### src/rtl/famiclone_probe.sv
// Power-up console-type detector: holds CIRAM pins low after reset, then samples
// PPU reads to tell a standard console from a new-style famiclone by its /A13 behaviour.
module famiclone_probe #(
  parameter int INIT_CYCLES        = 15,
  parameter int SAMPLE_COUNT       = 3,
  parameter int MISMATCH_THRESHOLD = 1,
  parameter int TIMEOUT_CYCLES     = 65535
) (
  input  logic       m2,
  input  logic       rst_n,
  input  logic       ppu_rd_in,
  input  logic       ppu_a13,
  input  logic       ppu_not_a13,
  input  logic       redetect,
  output logic       force_low,
  output logic       detect_done,
  output logic       new_dendy,
  output logic       timed_out,
  output logic [7:0] mismatch_cnt
);

  localparam int              HOLD_W = $clog2(INIT_CYCLES + 1);
  localparam logic [HOLD_W-1:0] HOLD_INIT = HOLD_W'(INIT_CYCLES);
  localparam logic [HOLD_W-1:0] HOLD_ONE  = HOLD_W'(1);
  localparam logic [7:0]      SC8    = 8'(SAMPLE_COUNT);
  localparam logic [8:0]      THR9   = 9'(MISMATCH_THRESHOLD);
  localparam logic [23:0]     TMO24  = 24'(TIMEOUT_CYCLES);

  typedef enum logic [1:0] {
    S_HOLD   = 2'd0,
    S_SAMPLE = 2'd1,
    S_DONE   = 2'd2
  } state_t;

  state_t state_q, state_d;

  logic [HOLD_W-1:0] hold_q, hold_d;
  logic [7:0]        lo_q, lo_d;
  logic [7:0]        hi_q, hi_d;
  logic [7:0]        mis_d;
  logic [23:0]       tmo_q, tmo_d;
  logic              force_d, done_d, nd_d, to_d;

  logic              take_lo, take_hi, miss;
  logic [7:0]        lo_n, hi_n, mis_n;
  logic [23:0]       tmo_n;
  logic              verdict, tmo_hit;

  function automatic logic [7:0] sat_inc8(input logic [7:0] v);
    return (v == 8'hFF) ? v : v + 8'd1;
  endfunction

  function automatic logic meets_thr(input logic [7:0] v);
    return {1'b0, v} >= THR9;
  endfunction

  // Sample qualification: a class that already holds SAMPLE_COUNT reads discards further ones
  always_comb begin
    take_lo = ~ppu_rd_in & ~ppu_a13 & (lo_q < SC8);
    take_hi = ~ppu_rd_in &  ppu_a13 & (hi_q < SC8);
    miss    = (take_lo | take_hi) & (ppu_not_a13 == ppu_a13);
    lo_n    = lo_q + {7'd0, take_lo};
    hi_n    = hi_q + {7'd0, take_hi};
    mis_n   = miss ? sat_inc8(mismatch_cnt) : mismatch_cnt;
    tmo_n   = tmo_q + 24'd1;
    verdict = (lo_n == SC8) & (hi_n == SC8);
    tmo_hit = (tmo_n == TMO24);
  end

  always_ff @(posedge m2) begin
    if (!rst_n) state_q <= S_HOLD;
    else        state_q <= state_d;
  end

  always_comb begin
    state_d = state_q;
    case (state_q)
      S_HOLD:   if (hold_q == HOLD_ONE)   state_d = S_SAMPLE;
      S_SAMPLE: if (verdict || tmo_hit)   state_d = S_DONE;
      S_DONE:   if (redetect)             state_d = S_SAMPLE;
      default:                            state_d = S_HOLD;
    endcase
  end

  always_comb begin
    hold_d  = hold_q;
    lo_d    = lo_q;
    hi_d    = hi_q;
    mis_d   = mismatch_cnt;
    tmo_d   = tmo_q;
    force_d = force_low;
    done_d  = detect_done;
    nd_d    = new_dendy;
    to_d    = timed_out;
    case (state_q)
      S_HOLD: begin
        hold_d = hold_q - HOLD_ONE;
        if (hold_q == HOLD_ONE) force_d = 1'b0;
      end
      S_SAMPLE: begin
        lo_d  = lo_n;
        hi_d  = hi_n;
        mis_d = mis_n;
        tmo_d = tmo_n;
        // A full sample set on the timeout edge is a genuine verdict, not a timeout
        if (verdict) begin
          done_d = 1'b1;
          nd_d   = meets_thr(mis_n);
          to_d   = 1'b0;
        end else if (tmo_hit) begin
          done_d = 1'b1;
          nd_d   = meets_thr(mis_n);
          to_d   = 1'b1;
        end
      end
      S_DONE: begin
        if (redetect) begin
          lo_d   = 8'd0;
          hi_d   = 8'd0;
          mis_d  = 8'd0;
          tmo_d  = 24'd0;
          done_d = 1'b0;
          nd_d   = 1'b0;
          to_d   = 1'b0;
        end
      end
      default: begin
        force_d = 1'b1;
      end
    endcase
  end

  always_ff @(posedge m2) begin
    if (!rst_n) begin
      hold_q       <= HOLD_INIT;
      lo_q         <= 8'd0;
      hi_q         <= 8'd0;
      tmo_q        <= 24'd0;
      mismatch_cnt <= 8'd0;
      force_low    <= 1'b1;
      detect_done  <= 1'b0;
      new_dendy    <= 1'b0;
      timed_out    <= 1'b0;
    end else begin
      hold_q       <= hold_d;
      lo_q         <= lo_d;
      hi_q         <= hi_d;
      tmo_q        <= tmo_d;
      mismatch_cnt <= mis_d;
      force_low    <= force_d;
      detect_done  <= done_d;
      new_dendy    <= nd_d;
      timed_out    <= to_d;
    end
  end

endmodule
### config.mk
export PLATFORM = sky130hd
export DESIGN_NAME = famiclone_probe
export DESIGN_NICKNAME = d
export VERILOG_FILES = /design/src/rtl/famiclone_probe.sv
export SDC_FILE = /design/constraint.sdc
export NUM_CORES = 1
export LEC_CHECK = 0
export ABC_AREA = 1
export BUFFER_PORTS_ARGS = -buffer_cell sky130_fd_sc_hd__buf_4
export CORE_ASPECT_RATIO = 0.6
export CORE_MARGIN = 5
export CORE_UTILIZATION = 55
export DETAILED_ROUTE_END_ITERATION = 10
export GPL_TIMING_DRIVEN = 0
export PLACE_DENSITY_LB_ADDON = 0.08
export REMOVE_ABC_BUFFERS = 1
export SLEW_MARGIN = 25
export SYNTH_ARGS = -nofsm -noshare
export SYNTH_HDL_FRONTEND = slang
export SYNTH_SLANG_ARGS = --single-unit
export TNS_END_PERCENT = 10
### constraint.sdc
create_clock -name m2 -period 2.4 [get_ports m2]
set_input_delay 0.36 -clock m2 [delete_from_list [all_inputs] [get_ports m2]]
set_output_delay 0.36 -clock m2 [all_outputs]
set_load 0.005 [all_outputs]
* Word-level counts from Yosys, hierarchy flattened
Index checks and enable logic that the tools add are counted.
Storage, ports and cells: input bits 6, word-level logic and storage cells 71, bits in registers 58, output and inout bits 12
Operators by class: order comparisons 3, $add $sub $neg 5, reduce and logical (&&, ||, !) cells 8, bitwise logic cells 10, mux-type cells 23, equal/unequal tests 12
Operators with widths (number):
- 24-bit one-hot mux with 2 select lines | 1
- 8-bit one-hot mux with 2 select lines | 3
- 24-bit by 1-bit adder with 24-bit output (second input constant) | 1
- 24-bit by 16-bit equality test with 1-bit output (second input constant) | 1
- 24-bit two-way mux | 1
- 8-bit two-way mux | 3
- 8-bit by 1-bit adder with 8-bit output | 2
- 8-bit by 2-bit equality test with 1-bit output (second input constant) | 2
- 8-bit by 2-bit less-than comparator with 1-bit output (second input constant) | 2
- 8-bit by 1-bit adder with 8-bit output (second input constant) | 1
- 8-bit equality test (second input constant) | 1
- 8-bit by 1-bit >= comparator with 1-bit output (second input constant) | 1
- 1-bit one-hot mux with 2 select lines | 4
- 1-bit two-way mux | 7
- 1-bit AND | 6
- 2-bit two-way mux | 3
- 2-bit inequality test (second input constant) | 3
- 2-bit one-hot mux with 3 select lines | 1
- 3-bit AND reduction | 2
- 4-bit by 1-bit equality test with 1-bit output (second input constant) | 1
- 2-bit AND reduction | 2
- 4-bit by 1-bit subtractor with 4-bit output (second input constant) | 1
- 3-bit inequality test (second input constant) | 1
- 1-bit NOT | 3
- 8 further kinds | 8

* Logic depth before layout (Yosys ltp)
Gate-level depths: netlist of run 1.
depth after elaboration 10, gate-level depth with buffers 19, mapped depth without buffers 19

* Least setup slack after synthesis of run 1
Ideal clock, no wire load.
path kind in2reg, start point in ppu_a13, end point reg detect_done, slack 173 ps, path buffers 0, library setup time 132 ps, stages on the path 18, arrival time 2095 ps, data required time 2268 ps, path through inv_1 nor2_1 nand3_1 nor3b_1 ha_1 nand3_1 nor2_1 nand3_1 nand2_1 nand2_1 nor2_1 nand3_1 nor2_1 nor2_2 nand2_4 nand2_1 nand2_1 a21oi_1
Between the ends: longest elaborated chain between the ends 8, elaborated cells on any way between the ends 14, those cells by class add/sub: 2; eq/ne: 3; mux: 2; bitwise: 6; reduce/logical: 1
RTL lines:
- start, declared | RTL line 12 | input logic ppu_a13,
- 1-bit NOT | RTL line 59 | take_lo = ~ppu_rd_in & ~ppu_a13 & (lo_q < SC8);
- 1-bit AND (2 in a row) | RTL line 59
- 8-bit by 1-bit adder with 8-bit output | RTL line 62 | lo_n = lo_q + {7'd0, take_lo};
- 8-bit by 2-bit equality test with 1-bit output | RTL line 66 | verdict = (lo_n == SC8) & (hi_n == SC8);
- 1-bit AND * | RTL line 66
- 3-bit inequality test (no line) / 1-bit two-way mux (equally long branches)
- 3-bit AND reduction (no line) / 1-bit one-hot mux with 2 select lines (equally long branches)
- end signal, assigned | RTL line 151 | detect_done <= done_d;
- end, declared | RTL line 16 | output logic detect_done,
Every way passes the cells marked *; elsewhere a longest branch is shown, timed or not. A chain may end at the register's enable or synchronous reset.

* Final worst setup path of run 1
start point reg hi_q[5], end point reg timed_out
Between the ends: longest elaborated chain between the ends 7, elaborated cells on any way between the ends 9, those cells by class add/sub: 1; order compare: 1; eq/ne: 2; mux: 2; bitwise: 2; reduce/logical: 1
RTL lines:
- start, declared | RTL line 39 | logic [7:0] hi_q, hi_d;
- start signal, assigned | RTL line 147 | hi_q <= hi_d;
- 8-bit by 2-bit less-than comparator with 1-bit output | RTL line 60 | take_hi = ~ppu_rd_in & ppu_a13 & (hi_q < SC8);
- 1-bit AND | RTL line 60
- 8-bit by 1-bit adder with 8-bit output * | RTL line 63 | hi_n = hi_q + {7'd0, take_hi};
- 8-bit by 2-bit equality test with 1-bit output * | RTL line 66
- 1-bit AND * | RTL line 66
- 3-bit inequality test (no line) / 1-bit two-way mux (equally long branches)
- 3-bit AND reduction (no line) / 1-bit one-hot mux with 2 select lines (equally long branches)
- end signal, assigned | RTL line 153 | timed_out <= to_d;
- end, declared | RTL line 18 | output logic timed_out,
Marked as above.

==> summary.txt, run 1 <==
Status: finished, violations left
Violated checks: setup timing
Final Hold Vio Count: 0
Vias: 4,006
Fin crit period: 2.435 ns
Drt drc: 0
Die area: 8710 um^2
Clk sink count: 58
Initial antenna violation count: 0
Num CTS Buffers: 9
Pre-CTS WS: -0.4323 ns
Peak VDD IR: 0.0005907 V
Num rows: 23
Pre-antenna DRT Iters: 5
Vias per Instance: 5.421
Synthesis-stage register bit count: 58
CP Capture Type: flip-flop
Slew HR: 0.3380
Total GRT Usage: 0.2385
WL/cell: 13.38 um
Vias in the first global route: 3,586
Worst Path Class, Setup: flip-flop to flip-flop
Pleak: 1.828 nW
Gr ovfl total: 0
Worst hold start: rst_n
# diodes: 0
Max-slew violations: 0
Max cap viols: 0
Worst setup startpoint: hi_q[5]
Crit path DAT: 2.61 ns
Total power: 0.003238 W
Largest net degree at the start of global routing: 54
Die height: 74.32 um
CTS tree: done
GPL Wtd Cong: 0.8353
Die Wd: 117.2 um
DP Wirelength: 6480 um
Final WS setup: -0.03501 ns
Seq/Total Area, Yosys: 0.3062
Clk slew on worst S/H paths: 0.05 ns
Gate Count Post-Synth: 618
Max Clock Skew: 0.005260 ns
Register-to-register setup slack: -0.04 ns
Hold WC Path Type: primary input to flip-flop
Synth-to-Final Area Change: 23.39%
Maximum root-to-sink buffer count: 2
CP startpoint kind: flip-flop
IO Port Bufs: 17
Syn_area_per_cell: 6.137 um^2
RSZ-0062 raised after global routing: yes
Cell variety after synth: 31
Initial Util: 0.5680
Syn. warnings: 0
Maximum clock rate: 0.4107 GHz
Clock Tree Root: clkbuf_16
Required time worst endpoint: 2.57 ns
Share of cells above drive strength 1: 0.1887
Pwr Density: 691.9 nW/um^2
Worst R2R Start: hi_q[5]
Initial DRC count: 315
Core area: 6676 um^2
Fin crit share: 1.015
Clk_lat worst skew: 0.33 ns
Remaining antenna violation count: 0
Final WL: 9891 um
First-pass GRT wire length: 16,460 um
Top-Level Pins: 18
Share of the synthesized area in the top cell type: 0.3062
Crit Path Max Fanout: 7
Fin nets: 666
Setup-failing EPs final: 4
# H-tree levels: 3
Synth top area cells: dfxtp_1 31%, nand2_1 22%, a21oi_1 7.7%, nand3_1 6.5%, inv_1 6.0%
Synth area leader: dfxtp_1
Worst-margin pin slew: 0.9916 ns
Post-Syn Area: 3792 um^2
-- per-stage QoR --
stage	instances	TNS, ns	instance area (um^2)	utilization	hold WS (ns)
6_report	739	-0.1193	4679	0.7009	0.2686
5_1_grt	739	-0.7829	4679	0.7009	0.2599
4_1_cts	729	0	4439	0.6649	0.2602
3_5_place_dp	709	-1.849	4034	0.6042	0.4618
3_3_place_gp	707	-63.47	3971	0.5948	0.4514
2_1_floorplan	603	-5.024	3735	-	0.4426
-- power by group --
group | leakage, nW | total, W | internal [W] | switching [W]
sequential | 0.479 | 0.00110 | 0.00103 | 0.0000655
combinational | 1.19 | 0.000754 | 0.000270 | 0.000485
clock | 0.156 | 0.00139 | 0.000933 | 0.000454
total | 1.83 | 0.00324 | 0.00223 | 0.00100
-- cells by family (layout without fill, tap and decap cells) --
family          count (synthesis)  count (layout)  synth area share
xor+xnor                       14              14           0.03233
compound gates                 78              78            0.1118
fa+ha+maj                      13              13           0.04289
buf+inv                        78             112           0.07753
flops                          58              58            0.3062
simple gates                  377             377            0.4292
-- placed cells by master (no fill, tap or decap), types with 6 or more instances in the layout --
master     Yosys  routed
o21bai_1       6       6
dfxtp_1       58      43
nand2_2        5      10
nor2_4         5      11
clkbuf_16      0       9
dfxtp_2        0       6
o21ai_0        8       8
inv_1         61      55
ha_1          13      10
nor2_1        58      51
nand3_1       49      43
nand2_1      226     220
dfxtp_4        0       9
a21oi_1       58      57
inv_2          2       7
buf_4          0      31
nand4_1       12      12
nand3_2        3       7
-- registers in the layout, summed over array words and instances, names as in the netlist --
signal,count
state_q,2
force_low,1
detect_done,1
hi_q,8
lo_q,8
hold_q,4
tmo_q,24
new_dendy,1
timed_out,1
mismatch_cnt,8
-- metal layers --
layer,global-route usage,share of wire,vias to the layer above
met2,0.3609,0.45,119
met4,0.07379,0.0088,0
met1,0.3256,0.47,1841
met3,0.07642,0.072,9
li1,-,-,2037
met5,0,0,-
-- critical path, cell delays in order, from the launching register on --
cell and delay, ns:
dfxtp_4 0.36, inv_1 0.08, nand3_1 0.09, nor3b_2 0.24, ha_2 0.28, nand3_4 0.11, nor2_4 0.15, nand3_2 0.09
nand2_2 0.07, nand2_2 0.07, nor2_2 0.13, nand3_2 0.11, nor2_4 0.13, nor2_4 0.06, nand2_4 0.12, nand2_4 0.06
nand2_1 0.07, a21oi_1 0.05
-- synth_stat cells --
master,number
o21ai_0,8
nand2_2,5
nor2_1,58
nor2_4,5
nor2_2,3
nor3b_1,1
a21oi_1,58
xnor2_1,6
o21bai_2,2
o22ai_1,1
xor2_1,8
ha_1,13
inv_2,2
nand3b_1,5
o21ai_1,1
buf_2,1
or2_2,2
nand3_1,49
nand3_2,3
nor3_1,6
o211ai_1,1
inv_1,61
o21bai_1,6
buf_1,6
clkbuf_1,8
nor4_1,1
nand2_4,1
a21boi_0,1
nand2_1,226
nand4_1,12
dfxtp_1,58
-- path summary, 6_finish.rpt --
check / depth (start not counted) / endpoint
max: 17 / timed_out
min: 2 / hold_q[2]
max reg2reg: 17 / timed_out
min reg2reg: 2 / new_dendy
-- final cells by class --
cell class | count | area [um^2]
flip-flops and latches | 58 | 1202
repair buffers | 33 | 287.8
inverters | 63 | 239.0
multi-input cells | 482 | 2521
clock buffers | 11 | 242.7
fillers | 585 | 1997
clock inverters | 5 | 77.57
well taps | 87 | 108.9
-- what timing repair did --
| action | in CTS | in global routing |
|---|---|---|
| pin swaps | 8 | 20 |
| endpoints found under the hold margin | 0 | 0 |
| setup endpoints to repair | 5 | 5 |
| gates resized for setup | 20 | 49 |
| hold buffers | 0 | 0 |
| buffers inserted | 4 | 10 |
No activity file was read; power rests on OpenSTA's default activity.
==> run 2: changes to the inputs <==
--- a/config.mk
+++ b/config.mk
@@ -5,15 +5,15 @@
 export SDC_FILE = /design/constraint.sdc
 export NUM_CORES = 1
 export LEC_CHECK = 0
-export ABC_AREA = 1
 export BUFFER_PORTS_ARGS = -buffer_cell sky130_fd_sc_hd__buf_4
 export CORE_ASPECT_RATIO = 0.6
 export CORE_MARGIN = 5
-export CORE_UTILIZATION = 55
+export CORE_UTILIZATION = 50
 export DETAILED_ROUTE_END_ITERATION = 10
 export GPL_TIMING_DRIVEN = 0
 export PLACE_DENSITY_LB_ADDON = 0.08
 export REMOVE_ABC_BUFFERS = 1
+export SETUP_SLACK_MARGIN = 0.15
 export SLEW_MARGIN = 25
 export SYNTH_ARGS = -nofsm -noshare
 export SYNTH_HDL_FRONTEND = slang
==> summary.txt, run 2 <==
Max reg flops: 24 (unchanged)
Finished Core Util: 0.6547 (-0.04616)
Inst Count DP: 560 (-21%)
Die Wd: 121.2 um (+3.4%)
Drt drc: 0 (unchanged)
Most frequent cells in the layout: 42 x dfxtp_1, 42 x buf_4, 41 x a21oi_1, 39 x nor2_1, 39 x nand2_1
Synthesis-stage register bit count: 58 (unchanged)
Total GRT Usage: 0.2335 (-0.005007)
Pre-antenna DRT Iters: 5 (unchanged)
Share of cells above drive strength 1: 0.2625 (+0.07387)
CTS tree: done
EDFF count, synth: 0 (unchanged)
Core area: 7237 um^2 (+8.4%)
Synth top cells by count: 58 x dfxtp_1, 43 x a21oi_1, 39 x nand2_1, 39 x nor2_1, 31 x clkbuf_1
Clock Tree Root: clkbuf_16
Synth-to-Final Area Change: 27.68%
Die area: 9302 um^2 (+6.8%)
Worst-margin pin slew: 0.8604 ns (-0.1311 ns)
Status: finished, violations left
Count leader, synth: dfxtp_1
IO Port Bufs: 17 (unchanged)
Die height: 76.74 um (+3.2%)
DP Wirelength: 6611 um (+2.0%)
Maximum root-to-sink buffer count: 2 (unchanged)
Syn. warnings: 0 (unchanged)
Combinational share of power: 0.267 (+0.034)
WL/cell: 18.14 um (+36%)
CP Capture Type: flip-flop
Final WL: 10,940 um (+11%)
Fin crit share: 1.114 (+0.09923)
Final Hold Vio Count: 0 (unchanged)
Most flops, register: tmo_q
Cell variety after synth: 64 (+110%)
Crit path DAT: 2.93 ns (+0.32 ns)
Pleak: 1.760 nW (-3.7%)
Required time worst endpoint: 2.66 ns (+0.09 ns)
Worst Path Class, Setup: flip-flop to flip-flop
Vias in the first global route: 3,409 (-4.9%)
Vias: 3,849 (-3.9%)
Clk slew on worst S/H paths: 0.05 ns (about the same)
Synth area leader: dfxtp_1
Fin crit period: 2.673 ns (+0.2382 ns)
Cell internal pwr: 0.002189 W (-2.0%)
Fin nets: 513 (-23%)
RSZ-0062 raised after global routing: yes
Gr ovfl total: 0 (unchanged)
Clk sink count: 58 (unchanged)
Peak VDD IR: 0.0004346 V (-26%)
Final cell count without fillers: 603 (-18%)
Slew HR: 0.4255 (+0.08754)
Max-slew violations: 0 (unchanged)
Synth top area cells: dfxtp_1 31%, a21oi_1 5.8%, ha_1 4.4%, nand2_1 3.9%, nor2_1 3.9%
Maximum clock rate: 0.3741 GHz (-8.9%)
Initial antenna violation count: 0 (unchanged)
Hold buffers post-CTS: 0 (unchanged)
Remaining antenna violation count: 0 (unchanged)
Hold WC Path Type: primary input to flip-flop
Initial Util: 0.5128 (-0.05523)
Initial DRC count: 533 (+69%)
Crit Path Max Fanout: 5 (-2)
Pwr Density: 686.2 nW/um^2 (-0.83%)
Final WS setup: -0.2732 ns (-0.2382 ns)
Vias per Instance: 6.383 (+18%)
Flop pwr share: 0.329 (-0.010)
Syn_area_per_cell: 7.829 um^2 (+28%)
# H-tree levels: 3 (unchanged)
Async SR Flop Fraction: 0 (unchanged)
CP startpoint kind: flip-flop
Seq/Total Area, Yosys: 0.3129 (+0.006710)
Num rows: 24 (+4.3%)
Total power: 0.003252 W (+0.42%)
Max Clock Skew: 0.006924 ns (+0.001664 ns)
Gate Count Post-Synth: 474 (-23%)
Clock power share: 0.404 (-0.024)
Top-Level Pins: 18 (unchanged)
Largest net degree at the start of global routing: 47 (-13%)
Setup-failing EPs final: 7 (+3)
Clk_lat worst skew: 0.33 ns (about the same)
Share of the synthesized area in the top cell type: 0.3129 (+0.006710)
Violated checks: setup timing
# diodes: 0 (unchanged)
Num CTS Buffers: 9 (unchanged)
Max cap viols: 0 (unchanged)
Main synth FF type: dfxtp_1
Switching Share: 0.3269 (+0.01670)
P_sw: 0.001063 W (+5.8%)
First-pass GRT wire length: 17,480 um (+6.2%)
Post-Syn Area: 3711 um^2 (-2.1%)
GPL Wtd Cong: 0.8123 (-2.8%)
[run 2: cell count changes after synthesis, sizes merged, moves of 9 or more]
cell    delta
inv       -50
nand2    -192
a21o       +9
a21oi     -14
and3       +9
a311oi    +16
nand3     -33
nor2      -27
o21ai     +15
clkbuf    +23
a31oi     +15
[run 2: kinds of logic (layout without fill, tap and decap cells)]
family | after synthesis | after routing | synth area share
AO/OA/AOI/OAI | 151 | 151 | 0.2717
XOR/XNOR | 14 | 14 | 0.03304
adder cells (fa/ha/maj) | 13 | 13 | 0.04383
buffers and inverters | 50 | 75 | 0.05158
flip-flops | 58 | 58 | 0.3129
multiplexers | 4 | 4 | 0.01079
AND/OR/NAND/NOR | 184 | 184 | 0.2761
[run 2: final timing paths]
path / startpoint / end / slack (ns) / cells past startpoint
setup / recovery: lo_q[7] / state_q[0] / -0.27 / 11
hold / removal: rst_n / hold_q[3] / 0.29 / 2
setup reg to reg: lo_q[7] / state_q[0] / -0.27 / 11
hold reg to reg: detect_done / detect_done / 0.46 / 2
[run 2: critical path, stage by stage (launching register included)]
cell	delay, ns
dfxtp_4	0.37
nor4_4	0.24
nand4_1	0.19
inv_2	0.10
ha_4	0.15
and4_4	0.27
nand3_4	0.08
a2111oi_4	0.40
o2111ai_2	0.23
and2_4	0.25
a21oi_4	0.13
mux2i_1	0.20
[run 2: final cells by class]
| type | instances | area [um^2] |
|---|---|---|
| multi-input combinational | 366 | 2680 |
| fill | 587 | 2499 |
| clock buffer | 12 | 256.5 |
| timing repair buffer | 46 | 381.6 |
| clock inverter | 4 | 50.05 |
| tap | 104 | 130.1 |
| sequential | 58 | 1191 |
| inverter | 13 | 48.80 |
[run 2: layer usage]
layer	part of all wire	GRT usage	vias to the layer above
met4	0.011	0.05257	0
met3	0.072	0.06985	15
met1	0.48	0.3399	1862
met5	0	0	-
met2	0.43	0.3380	148
li1	-	-	1824
[run 2: power by group through the flow]
| stage | Clock, W | Combinational [W] | Sequential [W] |
|---|---|---|---|
| floorplan | 0 | 0.000478 | 0.00107 |
| global placement | 0 | 0.000671 | 0.00108 |
| detailed placement | 0 | 0.000719 | 0.00108 |
| CTS | 0.00132 | 0.000791 | 0.00106 |
| global route | 0.00139 | 0.000945 | 0.00108 |
| finish | 0.00131 | 0.000868 | 0.00107 |
[run 2: repair_timing]
action                                 4_1_cts  5_1_grt
setup endpoints to repair                   45       29
endpoints found under the hold margin        0        0
buffers inserted                            23        4
resized for setup                           49       29
pin swaps                                   15       12
[run 2: per-stage QoR]
step	setup slack, ns	setup TNS (ns)	hold slack (ns)	instance area, um^2
after floorplan	-0.5745	-6.807	0.4219	3568
after global placement	-1.962	-62.92	0.4467	3826
after detailed placement	-1.144	-8.570	0.4553	3872
after CTS	-0.2491	-0.8518	0.2871	4584
after global routing	-0.3866	-2.331	0.2846	4738
final	-0.2732	-1.268	0.2933	4738
